===== config.mk =====
export PLATFORM = sky130hd
export DESIGN_NAME = lv_efuse_ld
export DESIGN_NICKNAME = d
export VERILOG_FILES = /design/src/rtl/lv_efuse_ld.sv
export SDC_FILE = /design/constraint.sdc
export NUM_CORES = 1
export LEC_CHECK = 0
export BUFFER_PORTS_ARGS = -buffer_cell sky130_fd_sc_hd__buf_2
export CAP_MARGIN = 20
export CORE_MARGIN = 2
export CORE_UTILIZATION = 59
export DETAILED_ROUTE_END_ITERATION = 16
export MAX_ROUTING_LAYER = met4
export PLACE_DENSITY = 0.81
export SLEW_MARGIN = 40
export SYNTH_ARGS = -nofsm -noshare
export SYNTH_HDL_FRONTEND = slang
export SYNTH_SLANG_ARGS = --single-unit
export TNS_END_PERCENT = 50

===== constraint.sdc =====
create_clock -name i_clk -period 6.2 [get_ports i_clk]
set_input_delay 0.93 -clock i_clk [delete_from_list [all_inputs] [get_ports i_clk]]
set_output_delay 0.93 -clock i_clk [all_outputs]
set_load 0.005 [all_outputs]

===== src/rtl/lv_efuse_ld.sv =====
// LV-side eFuse load controller: reads every macro word into a shadow register, verifies the
// XOR checksum and answers the control FSM's level load request/done handshake.
module lv_efuse_ld #(
    parameter int unsigned EFUSE_WORD_NUM = 8,
    parameter int unsigned EFUSE_WORD_W   = 8,
    parameter int unsigned EFUSE_RD_CYC   = 4,
    parameter int unsigned EFUSE_AW       = $clog2(EFUSE_WORD_NUM)
) (
    input  logic                                 i_clk,
    input  logic                                 i_rst_n,
    input  logic                                 i_load_req,
    output logic                                 o_load_done,
    output logic                                 o_efuse_vld,
    output logic                                 o_busy,
    output logic                                 o_efuse_rd_en,
    output logic [EFUSE_AW-1:0]                  o_efuse_addr,
    input  logic [EFUSE_WORD_W-1:0]              i_efuse_rdata,
    output logic [EFUSE_WORD_NUM*EFUSE_WORD_W-1:0] o_efuse_data
);

    localparam int unsigned CNT_W  = (EFUSE_RD_CYC > 1) ? $clog2(EFUSE_RD_CYC) : 1;
    localparam int unsigned DATA_W = EFUSE_WORD_NUM * EFUSE_WORD_W;
    localparam logic [CNT_W-1:0]    CNT_LAST  = CNT_W'(EFUSE_RD_CYC - 1);
    localparam logic [EFUSE_AW-1:0] ADDR_LAST = EFUSE_AW'(EFUSE_WORD_NUM - 1);

    typedef enum logic [2:0] {StIdle, StRd, StGap, StChk, StDone} state_e;

    state_e                state_q, state_d;
    logic [CNT_W-1:0]      cnt_q, cnt_d;
    logic [EFUSE_AW-1:0]   addr_q, addr_d;
    logic [DATA_W-1:0]     data_q, data_d;
    logic                  rd_en_q, rd_en_d;
    logic                  busy_q, busy_d;
    logic                  done_q, done_d;
    logic                  vld_q, vld_d;
    logic [EFUSE_WORD_W-1:0] xor_acc;
    logic                  any_set;
    logic                  img_ok;

    // A blank (all-zero) array trivially satisfies the XOR, so it is rejected explicitly.
    always_comb begin
        xor_acc = '0;
        any_set = 1'b0;
        for (int k = 0; k < int'(EFUSE_WORD_NUM) - 1; k++) begin
            xor_acc = xor_acc ^ data_q[k*EFUSE_WORD_W +: EFUSE_WORD_W];
            any_set = any_set | (|data_q[k*EFUSE_WORD_W +: EFUSE_WORD_W]);
        end
        img_ok = any_set && (xor_acc == data_q[(EFUSE_WORD_NUM-1)*EFUSE_WORD_W +: EFUSE_WORD_W]);
    end

    always_ff @(posedge i_clk or negedge i_rst_n) begin
        if (!i_rst_n) begin
            state_q <= StIdle;
        end else begin
            state_q <= state_d;
        end
    end

    always_comb begin
        state_d = state_q;
        case (state_q)
            StIdle: if (i_load_req) state_d = StRd;
            StRd: begin
                if (!i_load_req)            state_d = StIdle;
                else if (cnt_q == CNT_LAST) state_d = StGap;
            end
            StGap: begin
                if (!i_load_req)              state_d = StIdle;
                else if (addr_q == ADDR_LAST) state_d = StChk;
                else                          state_d = StRd;
            end
            StChk:  state_d = i_load_req ? StDone : StIdle;
            StDone: if (!i_load_req) state_d = StIdle;
            default: state_d = StIdle;
        endcase
    end

    always_comb begin
        cnt_d   = cnt_q;
        addr_d  = addr_q;
        data_d  = data_q;
        rd_en_d = rd_en_q;
        busy_d  = busy_q;
        done_d  = done_q;
        vld_d   = vld_q;
        if ((state_q == StRd || state_q == StGap || state_q == StChk) && !i_load_req) begin
            // Abort: drop everything, including the partially filled shadow.
            cnt_d   = '0;
            addr_d  = '0;
            data_d  = '0;
            rd_en_d = 1'b0;
            busy_d  = 1'b0;
            done_d  = 1'b0;
            vld_d   = 1'b0;
        end else begin
            case (state_q)
                StIdle: begin
                    if (i_load_req) begin
                        cnt_d   = '0;
                        addr_d  = '0;
                        data_d  = '0;
                        rd_en_d = 1'b1;
                        busy_d  = 1'b1;
                        vld_d   = 1'b0;
                    end
                end
                StRd: begin
                    if (cnt_q == CNT_LAST) begin
                        data_d[int'(addr_q)*EFUSE_WORD_W +: EFUSE_WORD_W] = i_efuse_rdata;
                        rd_en_d = 1'b0;
                    end else begin
                        cnt_d = cnt_q + 1'b1;
                    end
                end
                StGap: begin
                    if (addr_q != ADDR_LAST) begin
                        addr_d  = addr_q + 1'b1;
                        rd_en_d = 1'b1;
                        cnt_d   = '0;
                    end
                end
                StChk: begin
                    vld_d  = img_ok;
                    done_d = 1'b1;
                    busy_d = 1'b0;
                end
                StDone: if (!i_load_req) done_d = 1'b0;
                default: ;
            endcase
        end
    end

    always_ff @(posedge i_clk or negedge i_rst_n) begin
        if (!i_rst_n) begin
            cnt_q   <= '0;
            addr_q  <= '0;
            data_q  <= '0;
            rd_en_q <= 1'b0;
            busy_q  <= 1'b0;
            done_q  <= 1'b0;
            vld_q   <= 1'b0;
        end else begin
            cnt_q   <= cnt_d;
            addr_q  <= addr_d;
            data_q  <= data_d;
            rd_en_q <= rd_en_d;
            busy_q  <= busy_d;
            done_q  <= done_d;
            vld_q   <= vld_d;
        end
    end

    assign o_load_done   = done_q;
    assign o_efuse_vld   = vld_q;
    assign o_busy        = busy_q;
    assign o_efuse_rd_en = rd_en_q;
    assign o_efuse_addr  = addr_q;
    assign o_efuse_data  = data_q;

endmodule


==> results of run 1 <==
-- per-stage QoR --
step | cell area [um^2] | setup WS [ns] | utilization [%] | hold WS (ns) | instances
2_1_floorplan | 3890 | 4.08 | - | 0.469 | 340
3_3_place_gp | 4300 | 3.38 | 67.7 | 0.473 | 480
3_5_place_dp | 4300 | 3.29 | 67.8 | 0.479 | 480
4_1_cts | 4490 | 3.49 | 70.7 | 0.509 | 495
5_1_grt | 4490 | 3.38 | 70.7 | 0.513 | 495
6_report | 4490 | 3.51 | 70.7 | 0.504 | 495
-- how the worst max path moves through the flow --
stage,depth (start not counted),slack [ns],from,to
after floorplan,8,4.08,o_efuse_addr[0],o_efuse_data[32]
after global placement,6,3.38,i_load_req,o_efuse_data[5]
after detailed placement,6,3.29,i_load_req,o_efuse_data[0]
after CTS,6,3.49,o_efuse_addr[0],o_efuse_data[0]
after global routing,6,3.38,o_efuse_addr[0],o_efuse_data[5]
final,6,3.51,o_efuse_addr[0],o_efuse_data[0]
-- worst max-delay path: stages (launching register included) --
cell	delay, ns
dfrtp_1	0.56
inv_1	0.16
ha_1	0.23
ha_1	0.46
nor4b_2	0.38
nor2b_1	0.61
a22o_1	0.23
-- state kept, by name, indices dropped and copies added, names as in the netlist --
name	cells
o_efuse_data	64
o_efuse_addr	3
state_q	3
cnt_q	2
o_busy	1
o_efuse_rd_en	1
o_efuse_vld	1
o_load_done	1
-- placed cells by master (no fill, tap or decap), types with 8 or more instances in the layout --
master    count
buf_2        80
dfrtp_1      76
a22o_1       65
xnor2_1      57
nand2_1      17
nor4_1       15
o21ai_1      13
nor2_1       11
clkbuf_8      9
ha_1          8
-- layer usage --
metal / wire, um / share of wire, % / up-vias
met1: 4390 / 44 / 1545
met4: 165 / 1.7 / 0
li1: - / - / 1401
met5: 0 / 0 / -
met2: 4570 / 46 / 150
met3: 805 / 8.1 / 21
-- power breakdown --
part,internal (uW),switching [uW],total (uW)
sequential,499,4.68,504
clock,184,188,372
combinational,15.5,48.0,63.6
total,699,240,939
-- kinds of logic (layout without fill, tap and decap cells) --
group / count (synthesis) / after routing / synth area share [%]
compound gates: 94 / 94 / 19.0
mux: 2 / 2 / 0.579
xor+xnor: 58 / 58 / 13.1
flops: 76 / 76 / 48.9
fa+ha+maj: 8 / 8 / 2.57
buf+inv: 26 / 104 / 3.15
simple gates: 76 / 76 / 12.7
-- area by class of cell --
class                      instances  area [um^2]
fill                             466         1860
timing repair buffer              81          412
inverter                           8         30.0
tap                               77         96.3
sequential                        76         1900
multi-input combinational        238         1860
clock inverter                     6         65.1
clock buffer                       9          124
==> flow_summary.ini, run 1 <==
[worst_hold_path]
holdPathStages = 2
hold_start = o_efuse_vld
hold_class = register to register
hold_end = o_efuse_vld

[clocking]
clock_path_buffers = 2
post_cts_buffers = 0
cts_tree = done
hold_buffers = 0
clock_sinks = 76
cts.repair.resized = 0
insertion_delay_ns = 0.35
cts-buffers-inserted = 9
cts-root-buf = clkbuf_8
cts_max_level = 3
clk_pin_slew_worst_paths_ns = 0.08

[global_route]
grtUsageMet1_pct = 43.0
grt_pass1_wl_um = 16200
grt_pass1_vias = 3087
grt_max_degree = 77
track_usage_pct = 30.0
overflow = 0
busiest_layer = met1
use_met2_pct = 41.2
grt_antenna_before_repair = 0
use_met3_pct = 8.17

[synthesis]
async_flop_share_pct = 100
synth_cells = 340
ys_ff_latch = 76
ys_seq_area_share_pct = 48.9
avgSynthCellArea_um2 = 11.4
ys_types = 45
netlist_area_um2 = 3890
yosys_warnings = 0
synth_enable_flop_cells = 0
yosysMostFrequentCell = dfrtp_1
synthTopCellsByCount = 76 x dfrtp_1, 65 x a22o_1, 57 x xnor2_1
synth_nets = 359
synth.area.top_cells = dfrtp_1 49%, a22o_1 15%, xnor2_1 13%
synth_ff_type = dfrtp_1
yosys.area.top_type = dfrtp_1
synth_top_area_share_pct = 48.9

[worst_setup_path]
r2r-end = o_efuse_data[0]
arrival_ns = 2.98
crit_fanout = 9
crit_required_ns = 6.49
reg2reg_from = o_efuse_addr[0]
r2r_setup_slack_ns = 3.51
critPathKind = register to register
cp-end-kind = register
r2r_cells = 6
startpoint_type = register

[pwr]
leakage_uw = 0.00220
p_total_uw = 939
powerDensity_nw_per_um2 = 209
vdd_drop_max_v = 0.000149

[die]
fp.dieH_um = 85.2
design.core.area_um2 = 6350
ios = 82
dieArea_um2 = 7250
die_w_um = 85.2
start_util_pct = 61.2
rows = 29

[timing]
fin_crit_ns = 2.69
fmax_ghz = 0.371
setup-tns-final_ns = 0
tightest_slew_ns = 0.724
final-hold-violation-count = 0
rsz0062_at_grt = false
skew_ns = 0.00767
slew_headroom_pct = 51.7
fin_crit_sh_pct = 43.4
finalMaxSlewViolations = 0
setup_violations = 0

[run]
cap_violations = 0

[placed_design]
dp_hpwl_um = 7010
portBuffers = 81
place.gp.congestion = 0.846

[detailed_routing]
vias = 3117
via_per_inst = 6.30
drtPass1Iterations = 4
post_drt_wl_per_cell_um = 20.1
drt-total-wl_um = 9930
drcViolationCount = 0
antenna_left = 0
drtIter0Drc = 183

[layout]
nets = 433
syn_to_final_growth_pct = 15.5
drive_gt1_share_pct = 27.3
antennaDiodeCount = 0

[status]
outcome = completed
No activity file was read; power rests on OpenSTA's default activity.
==> run 2: changes to the inputs <==
--- a/config.mk
+++ b/config.mk
@@ -8,10 +8,10 @@
 export BUFFER_PORTS_ARGS = -buffer_cell sky130_fd_sc_hd__buf_2
 export CAP_MARGIN = 20
 export CORE_MARGIN = 2
-export CORE_UTILIZATION = 59
+export CORE_UTILIZATION = 55
 export DETAILED_ROUTE_END_ITERATION = 16
 export MAX_ROUTING_LAYER = met4
-export PLACE_DENSITY = 0.81
+export PLACE_DENSITY = 0.76
 export SLEW_MARGIN = 40
 export SYNTH_ARGS = -nofsm -noshare
 export SYNTH_HDL_FRONTEND = slang
==> constraint.sdc (replaced) <==
create_clock -name i_clk -period 2.7 [get_ports i_clk]
set_input_delay 0.405 -clock i_clk [delete_from_list [all_inputs] [get_ports i_clk]]
set_output_delay 0.405 -clock i_clk [all_outputs]
set_load 0.005 [all_outputs]
==> flow_summary.ini, run 2 (synthesized netlist as in run 1, its figures left out) <==
[status]
outcome = completed

[global_route]
use_met2_pct = 40.6
use_met3_pct = 7.92
grt_pass1_vias = 3010
track_usage_pct = 28.5
grtUsageMet1_pct = 39.7
grt_max_degree = 77
grt_antenna_before_repair = 0
overflow = 0
grt_pass1_wl_um = 15900
busiest_layer = met2

[worst_setup_path]
cp-end-kind = register
arrival_ns = 2.72
critical-path-slowest-cell = nor2b_1
cpMostUsedCell = ha_1
crit_family = simple AND/OR/NAND/NOR gates
crit_fanout = 9
path_cells = inv_1 -> ha_1 -> ha_1 -> nor4b_2 -> nor2b_1 -> a22o_1
crit_required_ns = 3.00
r2r_cells = 6
critPathCapture = o_efuse_data[5]
reg2reg_from = o_efuse_addr[1]
startpoint_type = register
critPathMaxStageDelay_ns = 0.58
cp-startpoint = o_efuse_addr[1]
r2r-end = o_efuse_data[5]
critPathKind = register to register
r2r_setup_slack_ns = 0.28
path_depth = 6
worst-path-buf-inv = 1

[clocking]
cts-root-buf = clkbuf_8
cts-buffers-inserted = 9
clk_pin_slew_worst_paths_ns = 0.09
cts_tree = done
post_cts_buffers = 0
cts_max_level = 3
insertion_delay_ns = 0.36
clock_sinks = 76
hold_buffers = 0
clock_path_buffers = 2
cts.repair.resized = 0

[detailed_routing]
drt-total-wl_um = 10100
antenna_left = 0
vias = 3140
post_drt_wl_per_cell_um = 19.6
drcViolationCount = 0
drtIter0Drc = 235
drtPass1Iterations = 4
via_per_inst = 6.07

[timing]
fmax_ghz = 0.413
tightest_slew_ns = 0.729
setup_violations = 0
finalMaxSlewViolations = 0
rsz0062_at_grt = false
slew_headroom_pct = 51.1
fin_crit_ns = 2.42
setup-tns-final_ns = 0
fin_crit_sh_pct = 89.6
skew_ns = 0.00914
worst_slack_ns = 0.280
final-hold-violation-count = 0

[layout]
fillers = 546
nets = 436
syn_to_final_growth_pct = 17.3
final_util_pct = 66.8
final_cell_mix = 80 x buf_2, 76 x dfrtp_1, 65 x a22o_1, 57 x xnor2_1, 17 x nand2_1
antennaDiodeCount = 0
mostFrequentLayoutCell = buf_2
drive_gt1_share_pct = 27.8
largest_reg_flops = 64

[die]
die_w_um = 88.1
ios = 82
rows = 30
start_util_pct = 56.9
dieArea_um2 = 7760
design.core.area_um2 = 6830
fp.dieH_um = 88.1

[placed_design]
dp_hpwl_um = 7120
place.gp.congestion = 0.893
pre_cts_slack_ns = 0.327
portBuffers = 81

[pwr]
powerDensity_nw_per_um2 = 496
vdd_drop_max_v = 0.000368
leakage_uw = 0.00222

[run]
cap_violations = 0

[worst_hold_path]
hold_class = input port to asynchronous set/reset pin
## run 2: stage by stage
step / hold slack, ns / instance area [um^2] / total power, uW / cells
after CTS: 0.0920 / 4560 / 2260 / 517
after global routing: 0.112 / 4560 / 2330 / 517
after detailed placement: 0.475 / 4350 / 1330 / 502
final: 0.0734 / 4560 / 2260 / 517
after floorplan: 0.109 / 3890 / 1260 / 340
after global placement: 0.472 / 4350 / 1330 / 502
## run 2: cell type report
type / instances / area, um^2 / area share [%]
clock inverter: 6 / 88.8 / 1.95
multi-input combinational: 238 / 1860 / 40.8
inverter: 8 / 30.0 / 0.658
sequential: 76 / 1900 / 41.7
tap: 96 / 120 / 2.63
timing repair buffer: 84 / 434 / 9.52
clock buffer: 9 / 124 / 2.72
## run 2: layer usage
metal	wire length, um	part of all wire (%)
met5	0	0
met4	172	1.7
met3	838	8.3
met2	4580	45
met1	4550	45
## run 2: worst min-delay path by stage
stage | to | slack, ns | cells after the start
detailed placement | state_q[2] | 0.47 | 1
CTS | o_busy | 0.09 | 1
global placement | o_efuse_rd_en | 0.47 | 1
floorplan | cnt_q[0] | 0.11 | 0
finish | o_busy | 0.07 | 1
global route | o_efuse_data[58] | 0.11 | 1
## run 2: power by group
| group | internal (uW) | switching [uW] | leakage, uW | total [uW] |
|---|---|---|---|---|
| clock | 517 | 438 | 0.000102 | 954 |
| combinational | 38.7 | 115 | 0.00107 | 154 |
| sequential | 1150 | 6.94 | 0.00105 | 1150 |
| total | 1700 | 560 | 0.00222 | 2260 |
## run 2: worst register-to-register path: stages (launching register included)
cell,delay (ns)
dfrtp_1,0.46
inv_1,0.11
ha_1,0.19
ha_1,0.45
nor4b_2,0.35
nor2b_1,0.58
a22o_1,0.23
==> run 3: changes to the inputs <==
--- a/config.mk
+++ b/config.mk
@@ -12,6 +12,7 @@
 export DETAILED_ROUTE_END_ITERATION = 16
 export MAX_ROUTING_LAYER = met4
 export PLACE_DENSITY = 0.76
+export SETUP_SLACK_MARGIN = 0.5
 export SLEW_MARGIN = 40
 export SYNTH_ARGS = -nofsm -noshare
 export SYNTH_HDL_FRONTEND = slang
==> flow_summary.ini, run 3 (synthesized netlist as in run 1, its figures left out) <==
[clocking]
cts-root-buf = clkbuf_8
insertion_delay_ns = 0.36
clock_path_buffers = 2
cts-buffers-inserted = 9
cts_tree = done
cts_max_level = 3
hold_buffers = 0
clock_sinks = 76
clk_pin_slew_worst_paths_ns = 0.08

[timing]
tightest_slew_ns = 0.678
skew_ns = 0.00949
finalMaxSlewViolations = 0
hold-worst-slack_ns = 0.0699
setup-tns-final_ns = 0
fin_crit_sh_pct = 78.0
fin_crit_ns = 2.11
slew_headroom_pct = 54.8
final-hold-violation-count = 0
setup_violations = 0
fmax_ghz = 0.475
rsz0062_at_grt = false

[layout]
nets = 436
largest_reg_flops = 64
syn_to_final_growth_pct = 18.3
antennaDiodeCount = 0
final_util_pct = 67.3
mostFrequentLayoutCell = buf_2
final_cell_mix = 80 x buf_2, 76 x dfrtp_1, 65 x a22o_1, 57 x xnor2_1, 17 x nand2_1
drive_gt1_share_pct = 29.2

[global_route]
grt_max_degree = 77
grt_pass1_wl_um = 16000
grt_pass1_vias = 2988
overflow = 0
grt_antenna_before_repair = 0
track_usage_pct = 28.6

[detailed_routing]
via_per_inst = 6.09
drcViolationCount = 0
drt-total-wl_um = 10300
antenna_left = 0
drtPass1Iterations = 5
vias = 3150
drtIter0Drc = 226
post_drt_wl_per_cell_um = 19.8

[die]
ios = 82
dieArea_um2 = 7760
die_w_um = 88.1
design.core.area_um2 = 6830
fp.dieH_um = 88.1
rows = 30
start_util_pct = 56.9

[worst_setup_path]
cp-end-kind = register
critPathKind = register to register
critical-path-slowest-cell = nand4bb_2
arrival_ns = 2.40
startpoint_type = register
crit_fanout = 12
crit_required_ns = 3.00
path_cells = nand4bb_2 -> nor2_4 -> nand3_4 -> nor3_4 -> a22o_1
r2r_setup_slack_ns = 0.59
critPathMaxStageDelay_ns = 0.53

[pwr]
leakage_uw = 0.00224
vdd_drop_max_v = 0.000367
powerDensity_nw_per_um2 = 493

[placed_design]
portBuffers = 81
place.gp.congestion = 0.893
dp_hpwl_um = 7120

[worst_hold_path]
hold_class = input port to asynchronous set/reset pin

[status]
outcome = completed

[run]
cap_violations = 0
-- run 3: cell types whose count changed in the layout (fill, tap and decap cells not counted) --
cell | before | now
o21ai_1 | 13 | 10
ha_4 | 0 | 1
nor2b_1 | 1 | 0
nor2b_4 | 0 | 1
o21ai_2 | 2 | 5
nand4bb_1 | 1 | 0
ha_1 | 8 | 7
nand4bb_2 | 0 | 1
-- run 3: final timing paths --
check	startpoint	end	depth (start not counted)
worst min register to register	o_efuse_rd_en	o_efuse_rd_en	1
min in group i_clk	i_efuse_rdata[7]	o_efuse_data[31]	2
max in group asynchronous	i_rst_n	o_efuse_data[23]	1
worst max-delay path	state_q[1]	o_efuse_data[61]	5
worst max register to register	state_q[1]	o_efuse_data[61]	5
worst min-delay path	i_rst_n	o_busy	1
-- run 3: power breakdown --
part	internal [uW]	total, uW	switching (uW)
Sequential	1150	1150	7.07
Clock	517	957	440
Combinational	40.5	158	117
Total	1700	2270	565
-- run 3: critical path: cells and delay by family, from the launching register on --
family           cells  cell delay, ns
AO/OA/AOI/OAI        1            0.21
flip-flops           1            0.51
AND/OR/NAND/NOR      4            1.33
-- run 3: layout make-up --
| cell class | instances | area [um^2] |
|---|---|---|
| Clock inverter | 6 | 88.8 |
| Timing Repair Buffer | 84 | 434 |
| Sequential cell | 76 | 1900 |
| Clock buffer | 9 | 124 |
| Multi-Input combinational cell | 238 | 1900 |
| Inverter | 8 | 30.0 |
| Tap cell | 96 | 120 |
| Fill cell | 538 | 2230 |
-- run 3: metrics by stage --
stage | worst slack, ns | cell area, um^2 | cells | total power (uW)
finish | 0.594 | 4600 | 517 | 2270
global route | 0.501 | 4600 | 517 | 2340
CTS | 0.529 | 4570 | 517 | 2260
detailed placement | 0.327 | 4350 | 502 | 1330
global placement | 0.471 | 4350 | 502 | 1330
floorplan | 0.578 | 3890 | 340 | 1260
-- run 3: per-layer routing --
metal  global-route usage (%)  wire [um]  vias up
li1                         -          -     1409
met1                     40.3       4510     1559
met2                     40.9       4640      164
met3                     7.35        932       18
met4                     8.54        171        0
met5                        -          0        -
-- run 3: what timing repair did --
| action | CTS | global route |
|---|---|---|
| gates resized for setup | 2 | 6 |
| endpoints found under the setup margin | 24 | 32 |
| buffers inserted | 0 | 0 |
